`config.mk`:
```
export PLATFORM = sky130hd
export DESIGN_NAME = fetch_stage_flat
export DESIGN_NICKNAME = d
export VERILOG_FILES = /design/src/rtl/rv32i_types.sv /design/src/rtl/fetch_stage_if.sv /design/src/rtl/fetch_stage.sv /design/src/flat_wrapper.sv
export SDC_FILE = /design/constraint.sdc
export NUM_CORES = 1
export LEC_CHECK = 0
export BUFFER_PORTS_ARGS = -buffer_cell sky130_fd_sc_hd__buf_2
export CAP_MARGIN = 15
export CORE_ASPECT_RATIO = 1.1
export CORE_MARGIN = 2
export CORE_UTILIZATION = 25
export DETAILED_ROUTE_END_ITERATION = 8
export GPL_TIMING_DRIVEN = 0
export SLEW_MARGIN = 20
export SYNTH_ARGS = -nofsm -noshare
export SYNTH_HDL_FRONTEND = slang
export SYNTH_SLANG_ARGS = --single-unit
```
`constraint.sdc`:
```
create_clock -name clk -period 4.5 [get_ports clk]
set_input_delay 0.675 -clock clk [delete_from_list [all_inputs] [get_ports clk]]
set_output_delay 0.675 -clock clk [all_outputs]
set_load 0.05 [all_outputs]
```
`src/rtl/rv32i_types.sv`:
```
// Shared rv32i pipeline types: IF/ID stage register and fetch FSM states.
package rv32i_types;

  typedef struct packed {
    logic [31:0] pc_s;
    logic [31:0] pc_next_s;
    logic [63:0] order_s;
    logic        valid_s;
  } if_id_stage_reg_t;

  typedef enum logic [1:0] {
    FETCH,
    WAIT,
    HOLD,
    DRAIN
  } fetch_state_t;

  localparam logic [3:0] IMEM_RMASK_WORD = 4'hf;
  localparam logic [3:0] IMEM_RMASK_NONE = 4'h0;

endpackage

```
`src/rtl/fetch_stage_if.sv`:
```
// Instruction-memory read port: fetch drives the request, memory returns a one-cycle response.
interface fetch_stage_if;
  logic [31:0] imem_addr;
  logic [3:0]  imem_rmask;
  logic [31:0] imem_rdata;
  logic        imem_resp;

  modport master (
    output imem_addr,
    output imem_rmask,
    input  imem_rdata,
    input  imem_resp
  );

  modport slave (
    input  imem_addr,
    input  imem_rmask,
    output imem_rdata,
    output imem_resp
  );
endinterface

```
`src/rtl/fetch_stage.sv`:
```
// rv32i instruction fetch: owns PC, retire order and the IF/ID register; one request in flight.
module fetch_stage
  import rv32i_types::*;
#(
  parameter logic [31:0] RESET_PC = 32'h1eceb000
) (
  input  logic                 clk,
  input  logic                 rst_n,
  fetch_stage_if.master        imem,
  input  logic                 stall_i,
  input  logic                 flush_i,
  input  logic [31:0]          redirect_pc_i,
  input  logic [63:0]          redirect_order_i,
  output if_id_stage_reg_t     if_id_o,
  output logic [31:0]          inst_o,
  output logic                 imem_stall_o
);

  fetch_state_t     r_state, w_state_next;
  logic [31:0]      r_pc, w_pc_next;
  logic [63:0]      r_order, w_order_next;
  logic [31:0]      r_hold_inst, w_hold_inst_next;
  logic [31:0]      r_hold_pc, w_hold_pc_next;
  if_id_stage_reg_t r_if_id, w_if_id_next;
  logic [31:0]      r_inst, w_inst_next;

  logic             w_issue;
  logic             w_deliver;
  logic [31:0]      w_fetch_pc;
  logic [31:0]      w_fetch_inst;

  // Request issue; resp feeds straight through so back-to-back fetch needs no idle cycle.
  // Gated by rst_n so no request leaks out while reset is held.
  always_comb begin
    w_issue = rst_n && !flush_i &&
              ((r_state == FETCH) || ((r_state == WAIT) && imem.imem_resp && !stall_i));
  end

  assign imem.imem_rmask = w_issue ? IMEM_RMASK_WORD : IMEM_RMASK_NONE;
  // In WAIT the new request follows the one just answered.
  assign imem.imem_addr  = (r_state == WAIT) ? (r_pc + 32'd4) : r_pc;
  assign imem_stall_o    = ((r_state == WAIT) && !imem.imem_resp) || (r_state == DRAIN);
  assign if_id_o         = r_if_id;
  assign inst_o          = r_inst;

  // Next-state, PC/order bookkeeping and IF/ID load/hold/bubble selection.
  always_comb begin
    w_state_next     = r_state;
    w_pc_next        = r_pc;
    w_order_next     = r_order;
    w_hold_inst_next = r_hold_inst;
    w_hold_pc_next   = r_hold_pc;
    w_if_id_next     = r_if_id;
    w_inst_next      = r_inst;
    w_deliver        = 1'b0;
    w_fetch_pc       = r_pc;
    w_fetch_inst     = imem.imem_rdata;

    if (flush_i) begin
      w_pc_next            = redirect_pc_i;
      w_order_next         = redirect_order_i;
      w_if_id_next.valid_s = 1'b0;
      w_hold_inst_next     = '0;
      w_hold_pc_next       = '0;
      // An unanswered request must still be drained before refetching.
      w_state_next = (((r_state == WAIT) || (r_state == DRAIN)) && !imem.imem_resp) ?
                     DRAIN : FETCH;
    end else begin
      unique case (r_state)
        FETCH: begin
          if (w_issue) w_state_next = WAIT;
        end
        WAIT: begin
          if (imem.imem_resp) begin
            w_pc_next = r_pc + 32'd4;
            if (stall_i) begin
              w_state_next     = HOLD;
              w_hold_inst_next = imem.imem_rdata;
              w_hold_pc_next   = r_pc;
            end else begin
              w_deliver = 1'b1;
            end
          end
        end
        HOLD: begin
          if (!stall_i) begin
            w_state_next = FETCH;
            w_deliver    = 1'b1;
            w_fetch_pc   = r_hold_pc;
            w_fetch_inst = r_hold_inst;
          end
        end
        DRAIN: begin
          if (imem.imem_resp) w_state_next = FETCH;
        end
      endcase

      if (w_deliver) begin
        w_if_id_next.pc_s      = w_fetch_pc;
        w_if_id_next.pc_next_s = w_fetch_pc + 32'd4;
        w_if_id_next.order_s   = r_order;
        w_if_id_next.valid_s   = 1'b1;
        w_inst_next            = w_fetch_inst;
        w_order_next           = r_order + 64'd1;
      end else if (!stall_i) begin
        w_if_id_next.valid_s = 1'b0;
      end
    end
  end

  // State and datapath registers with immediate asynchronous reset.
  always_ff @(posedge clk or negedge rst_n) begin
    if (!rst_n) begin
      r_state     <= FETCH;
      r_pc        <= RESET_PC;
      r_order     <= '0;
      r_hold_inst <= '0;
      r_hold_pc   <= '0;
      r_if_id     <= '0;
      r_inst      <= '0;
    end else begin
      r_state     <= w_state_next;
      r_pc        <= w_pc_next;
      r_order     <= w_order_next;
      r_hold_inst <= w_hold_inst_next;
      r_hold_pc   <= w_hold_pc_next;
      r_if_id     <= w_if_id_next;
      r_inst      <= w_inst_next;
    end
  end

endmodule

```
`src/flat_wrapper.sv`:
```
// flat-port wrapper written by rule: the top's interface ports become plain ports
module fetch_stage_flat import rv32i_types::*;
#(
  parameter logic [31:0] RESET_PC = 32'h1eceb000
)
  (clk, rst_n, stall_i, flush_i, redirect_pc_i, redirect_order_i, if_id_o, inst_o, imem_stall_o, imem_imem_addr, imem_imem_rmask, imem_imem_rdata, imem_imem_resp);
  fetch_stage_if imem_i ();
  input  logic clk;
  input  logic rst_n;
  input  logic stall_i;
  input  logic flush_i;
  input  logic [31:0] redirect_pc_i;
  input  logic [63:0] redirect_order_i;
  output if_id_stage_reg_t if_id_o;
  output logic [31:0] inst_o;
  output logic imem_stall_o;
  output wire logic [$bits(imem_i.imem_addr)-1:0] imem_imem_addr;
  output wire logic [$bits(imem_i.imem_rmask)-1:0] imem_imem_rmask;
  input wire logic [$bits(imem_i.imem_rdata)-1:0] imem_imem_rdata;
  input wire logic [$bits(imem_i.imem_resp)-1:0] imem_imem_resp;
  assign imem_imem_addr = imem_i.imem_addr;
  assign imem_imem_rmask = imem_i.imem_rmask;
  assign imem_i.imem_rdata = imem_imem_rdata;
  assign imem_i.imem_resp = imem_imem_resp;
  fetch_stage #(.RESET_PC(RESET_PC)) u_core (.clk(clk), .rst_n(rst_n), .imem(imem_i), .stall_i(stall_i), .flush_i(flush_i), .redirect_pc_i(redirect_pc_i), .redirect_order_i(redirect_order_i), .if_id_o(if_id_o), .inst_o(inst_o), .imem_stall_o(imem_stall_o));
endmodule
```
==> flow_summary.json, run 1 <==
{
  "antenna_left": 0,
  "ir_drop_mv": 0.428,
  "portBuffers": 329,
  "grt_setup_unrepaired": "no",
  "crit_chain": "buf_4, nand4_4, nor4_2, nor3b_4, and4_1, xor2_1, buf_2",
  "timing_worst_setup_path_type": "reg -> out",
  "grt_max_degree": 90,
  "layout.area.seq_sq_um": 8050,
  "viasPerCell": 4.70,
  "ys.flop_type": "dfrtp_1",
  "hp-class": "in -> async",
  "synth-edff-count": 0,
  "cts_root_buf": "clkbuf_16",
  "drtIter0Drc": 892,
  "drt-total-wl_um": 60100,
  "cts_made_buffers": 40,
  "die_w_um": 245,
  "multi_input_area_sq_um": 7340,
  "synth-compound-area-share": 0.0947,
  "synthMuxAreaShare": 0.0337,
  "min_period_ns": 4.24,
  "synth_top_family_by_area": "simple AND/OR/NAND/NOR gates",
  "cts_tree": "built",
  "drive_above_1_share": 0.211,
  "syn_inst": 1840,
  "dp_hpwl_um": 44800,
  "worstPathRequired_ns": 3.83,
  "row_count": 97,
  "die_area_sq_um": 66000,
  "fillers": 6723,
  "fin_cells": 3086,
  "fmax_mhz": 236,
  "yosys_warnings": 0,
  "grt_pass1_wl_um": 90400,
  "grtUsageTotal": 0.180,
  "async_reset_ff_frac": 1.00,
  "ys_seq_area_frac": 0.503,
  "syn_area_sq_um": 16000,
  "synthXorXnorAreaFrac": 0.0761,
  "die_h_um": 269,
  "tightestPinTransition_ns": 1.00,
  "path_max_fanout": 9,
  "cts_buffer_depth": 3,
  "fin_nets": 2355,
  "syn_to_final_growth_pct": 26.5,
  "vias": 14500,
  "cp-start-kind": "register",
  "synthTopCellsByCount": "nand2_1 (605), dfrtp_1 (309), o21ai_0 (114)",
  "timing.slew.headroom": 0.329,
  "ys_seq_elements": 321,
  "cts.sinks": 321,
  "leakagePower_nw": 9.23,
  "first_pass_iters": 5,
  "grt_overflow": 0,
  "post-synth-top-area-fraction": 0.484,
  "ys_types": 62,
  "wl_per_cell_um": 19.5,
  "route.detailed.drc": 0,
  "first_global_vias": 14500,
  "core_area_sq_um": 63500,
  "slowest_stage": "nor4_2",
  "synth_area_leader_cell": "dfrtp_1",
  "slew_viol_final": 0,
  "ctsHoldBuffers": 0,
  "htreeDepth": 2,
  "cp-end-kind": "output pin",
  "critPathMaxStageDelay_ns": 0.62,
  "timing.final.crit_share": 0.943,
  "drv_cap": 0,
  "antenna_found_initial": 7,
  "skew_ns": 0.0250,
  "dp.cells": 3014,
  "status": "finished, final reports clean",
  "clkLatencyLatePin_ns": 0.57,
  "synth-simple-area-share": 0.246,
  "path_clk_slew_ns": 0.06,
  "netlist_top_cells_area": "dfrtp_1 (48%), nand2_1 (14%), xor2_1 (4.0%)",
  "io_pins": 331,
  "timing.hold.ws_ns": 0.0517,
  "gp_congestion": 0.858,
  "synth_most_common_cell": "nand2_1",
  "synth.avg_cell_area_sq_um": 8.69,
  "syn_nets": 1982,
  "power.density_nw_per_um2": 651,
  "synth_adder_area_share": 0.00704,
  "finalSetupViolations": 0,
  "cp.arrival_ns": 3.57,
  "start_util": 0.252,
  "hold_viol": 0
}
[stage by stage]
stage	cell area, sq um	power [mW]	utilization	setup TNS (ns)	setup WS (ns)
global placement	18700	9.72	0.294	-1284.14	-4.06
detailed placement	18800	9.78	0.296	-0.244	-0.109
CTS	20200	13.3	0.319	0	0.0980
finish	20200	13.2	0.319	0	0.255
floorplan	16000	8.09	-	0	1.05
global route	20200	13.8	0.319	0	0.0580
[cell usage in the layout (no fill, tap or decap), types with 19 or more instances in the layout]
master | netlist | final
o21ai_0 | 114 | 114
mux2i_1 | 32 | 32
nor3_1 | 21 | 19
nand2_1 | 605 | 605
clkbuf_1 | 104 | 106
nand4_1 | 38 | 38
nor4_1 | 21 | 20
xnor2_1 | 66 | 66
nand3_1 | 34 | 34
a31oi_1 | 39 | 39
xor2_1 | 73 | 73
clkbuf_16 | 0 | 42
buf_2 | 9 | 337
nor2_1 | 101 | 101
and3_1 | 29 | 29
dfrtp_1 | 309 | 309
a21oi_1 | 92 | 92
[final timing paths]
check / startpoint / endpoint / slack (ns) / depth (start not counted)
min in group clk: redirect_pc_i[4] / u_core.r_pc[4]$_DFFE_PN0P_ / 0.32 / 3
max in group asynchronous: rst_n / u_core.r_pc[15]$_DFFE_PN1P_ / 3.08 / 3
setup / recovery: u_core.r_pc[12]$_DFFE_PN1P_ / imem_imem_addr[23] / 0.26 / 7
hold reg to reg: u_core.if_id_o[37]$_DFFE_PN0P_ / u_core.if_id_o[37]$_DFFE_PN0P_ / 0.47 / 2
setup reg to reg: u_core.r_state[0]$_DFFE_PN0P_ / u_core.if_id_o[89]$_DFFE_PN0P_ / 0.37 / 14
hold / removal: rst_n / u_core.r_order[27]$_DFFE_PN0P_ / 0.05 / 1
[metal layers]
metal | vias to the layer above | global-route usage | part of all wire
met5 | - | 0 | 0.00058
met4 | 6 | 0.0456 | 0.024
met3 | 101 | 0.0395 | 0.064
met2 | 463 | 0.299 | 0.48
met1 | 7065 | 0.235 | 0.44
li1 | 6880 | - | -
[report_power, final]
group / internal, mW / switching (mW)
Sequential: 3.68 / 0.533
Clock: 2.12 / 1.35
Combinational: 1.24 / 4.25
Total: 7.04 / 6.13
[critical path: cells and delay by family, from the launching register on]
family / cells / cell delay, ns
flip-flops: 1 / 0.51
XOR/XNOR: 1 / 0.29
buffers and inverters: 2 / 0.51
AND/OR/NAND/NOR: 4 / 1.69
[layout make-up]
cell class | instances | share of cell area
Clock inverter | 14 | 0.00959
Buffer | 135 | 0.0289
Antenna cell | 2 | 0.000247
Clock buffer | 58 | 0.0604
Timing Repair Buffer | 333 | 0.0865
Sequential cell | 321 | 0.398
Tap cell | 841 | 0.0520
Inverter | 10 | 0.00186
Multi-Input combinational cell | 1372 | 0.363
[flip-flops by register name, indices dropped and copies added, names as in the netlist]
| register | cells |
|---|---|
| u_core.inst_o | 32 |
| u_core.r_hold_inst | 32 |
| u_core.r_state | 2 |
| u_core.r_hold_pc | 32 |
| u_core.r_pc | 32 |
| u_core.if_id_o | 127 |
| u_core.r_order | 64 |
[logic make-up (layout without fill, tap and decap cells)]
logic type | count (synthesis) | in the layout
AND/OR/NAND/NOR | 900 | 900
flip-flops | 321 | 321
AO/OA/AOI/OAI | 275 | 275
buffers and inverters | 147 | 550
XOR/XNOR | 139 | 139
multiplexers | 49 | 49
adder cells (fa/ha/maj) | 9 | 9
other | 0 | 2
[timing repair]
item,in CTS,in global routing
setup buffers,0,0
endpoints found under the setup margin,6,2
gates resized for setup,1,1
Note: power is estimated with default switching activity, not from simulation.
==> run 2: changes to the inputs <==
- CORE_UTILIZATION: 25 -> 30
==> flow_summary.json, run 2 (same netlist as run 1, synthesis figures left out) <==
{
  "die_area_sq_um": 55200,
  "skew_ns": 0.0178,
  "layout_common_cells": "nand2_1 (605), buf_2 (337), dfrtp_1 (309), o21ai_0 (114), clkbuf_1 (110)",
  "cp.arrival_ns": 3.60,
  "start_util": 0.304,
  "cts_setup_buffers": 0,
  "path_buf_inv": 2,
  "row_count": 88,
  "path_clk_slew_ns": 0.06,
  "grt_pass1_wl_um": 86000,
  "dp_hpwl_um": 42300,
  "timing_worst_setup_path_type": "reg -> out",
  "htreeDepth": 2,
  "die_h_um": 246,
  "cp-start-kind": "register",
  "grtUsageTotal": 0.203,
  "hold_viol": 0,
  "status": "finished, final reports clean",
  "antenna_found_initial": 5,
  "fmax_mhz": 234,
  "cts_tree": "built",
  "io_pins": 331,
  "antenna_left": 0,
  "slowest_stage": "dfstp_2",
  "worstPathRequired_ns": 3.83,
  "grt_max_degree": 95,
  "timing.slew.headroom": 0.324,
  "hp-class": "in -> async",
  "drtIter0Drc": 1122,
  "drive_above_1_share": 0.207,
  "cts_made_buffers": 38,
  "cts_root_buf": "clkbuf_16",
  "crit_path_frequent_cell": "nand3_1",
  "fin_nets": 2353,
  "dp.cells": 2848,
  "reg2regPathDepth": 14,
  "portBuffers": 329,
  "path_max_fanout": 9,
  "fin_cells": 2917,
  "die_w_um": 224,
  "finalSetupViolations": 0,
  "r2r_start": "u_core.r_state[0]$_DFFE_PN0P_",
  "core_area_sq_um": 52500,
  "ir_drop_mv": 0.505,
  "cts_buffer_depth": 3,
  "first_pass_iters": 6,
  "syn_to_final_growth_pct": 24.0,
  "first_global_vias": 14600,
  "tightestPinTransition_ns": 1.01,
  "leakagePower_nw": 9.13,
  "cts.sinks": 321,
  "drt-total-wl_um": 56700,
  "critPathMaxStageDelay_ns": 0.51,
  "grt_setup_unrepaired": "no",
  "clkLatencyLatePin_ns": 0.56,
  "largest_reg_flops": 127,
  "gp_congestion": 0.875,
  "crit_chain": "clkbuf_1, nand3_1, or4_4, nor3_1, and4_1, nand3_1, xnor2_1, buf_2",
  "vias": 14600,
  "tns_ns": 0,
  "r2r_setup_slack_ns": 0.36,
  "cp-end-kind": "output pin",
  "grt_overflow": 0,
  "layout_commonest_cell": "nand2_1",
  "viasPerCell": 4.99,
  "timing.final.crit_share": 0.950,
  "path_delay_family": "simple AND/OR/NAND/NOR gates",
  "wl_per_cell_um": 19.4,
  "slew_viol_final": 0,
  "r2r-end": "u_core.if_id_o[95]$_DFFE_PN0P_",
  "drv_cap": 0,
  "power.density_nw_per_um2": 644,
  "min_period_ns": 4.28,
  "route.detailed.drc": 0
}
[run 2: worst max path at each step]
stage	from	slack, ns	endpoint	cells past startpoint
5_1_grt	u_core.r_state[0]$_DFFE_PN0P_	0.09	u_core.if_id_o[95]$_DFFE_PN0P_	14
3_3_place_gp	rst_n	-3.60	u_core.if_id_o[105]$_DFFE_PN0P_	1
6_report	u_core.r_pc[19]$_DFFE_PN1P_	0.22	imem_imem_addr[30]	8
3_5_place_dp	u_core.r_state[0]$_DFFE_PN0P_	-0.05	u_core.if_id_o[95]$_DFFE_PN0P_	15
2_1_floorplan	u_core.r_pc[12]$_DFFE_PN1P_	1.05	imem_imem_addr[28]	7
4_1_cts	u_core.r_pc[15]$_DFFE_PN1P_	0.005	imem_imem_addr[23]	7
[run 2: cell type report]
class	count	area [sq um]
Multi-Input combinational cell	1372	7330
Clock buffer	53	1090
Sequential cell	321	8050
Clock inverter	14	139
Timing Repair Buffer	333	1750
Antenna cell	4	10.0
Buffer	135	584
Inverter	10	37.5
Tap cell	675	845
Fill cell	5429	32700
[run 2: stage by stage]
stage	area [sq um]	hold slack [ns]	total power, mW	util	setup WS [ns]
5_1_grt	19800	0.0747	13.4	0.378	0.0914
6_report	19800	0.0525	12.8	0.378	0.224
2_1_floorplan	16000	0.379	8.09	-	1.05
3_3_place_gp	18500	0.458	9.67	0.352	-3.60
4_1_cts	19800	0.0531	12.9	0.377	0.00497
3_5_place_dp	18600	0.459	9.74	0.354	-0.0464
[run 2: power by group]
part | leakage (nW) | total (mW) | internal (mW) | switching (mW)
combinational | 4.51 | 5.45 | 1.24 | 4.21
sequential | 4.02 | 4.22 | 3.68 | 0.539
clock | 0.604 | 3.10 | 1.81 | 1.29
[run 2: metal layers]
| layer | routed length [um] | up-vias | GRT usage |
|---|---|---|---|
| met5 | 12 | - | 0 |
| met4 | 1620 | 2 | 0.0700 |
| met3 | 3860 | 78 | 0.0422 |
| met2 | 27300 | 500 | 0.345 |
| met1 | 23900 | 7094 | 0.257 |
| li1 | - | 6888 | - |
[run 2: what timing repair did]
action | in CTS | in global routing
endpoints found under the hold margin | 0 | 0
hold buffers | 0 | 0
endpoints found under the setup margin | 1 | 12
resized for setup | 0 | 2
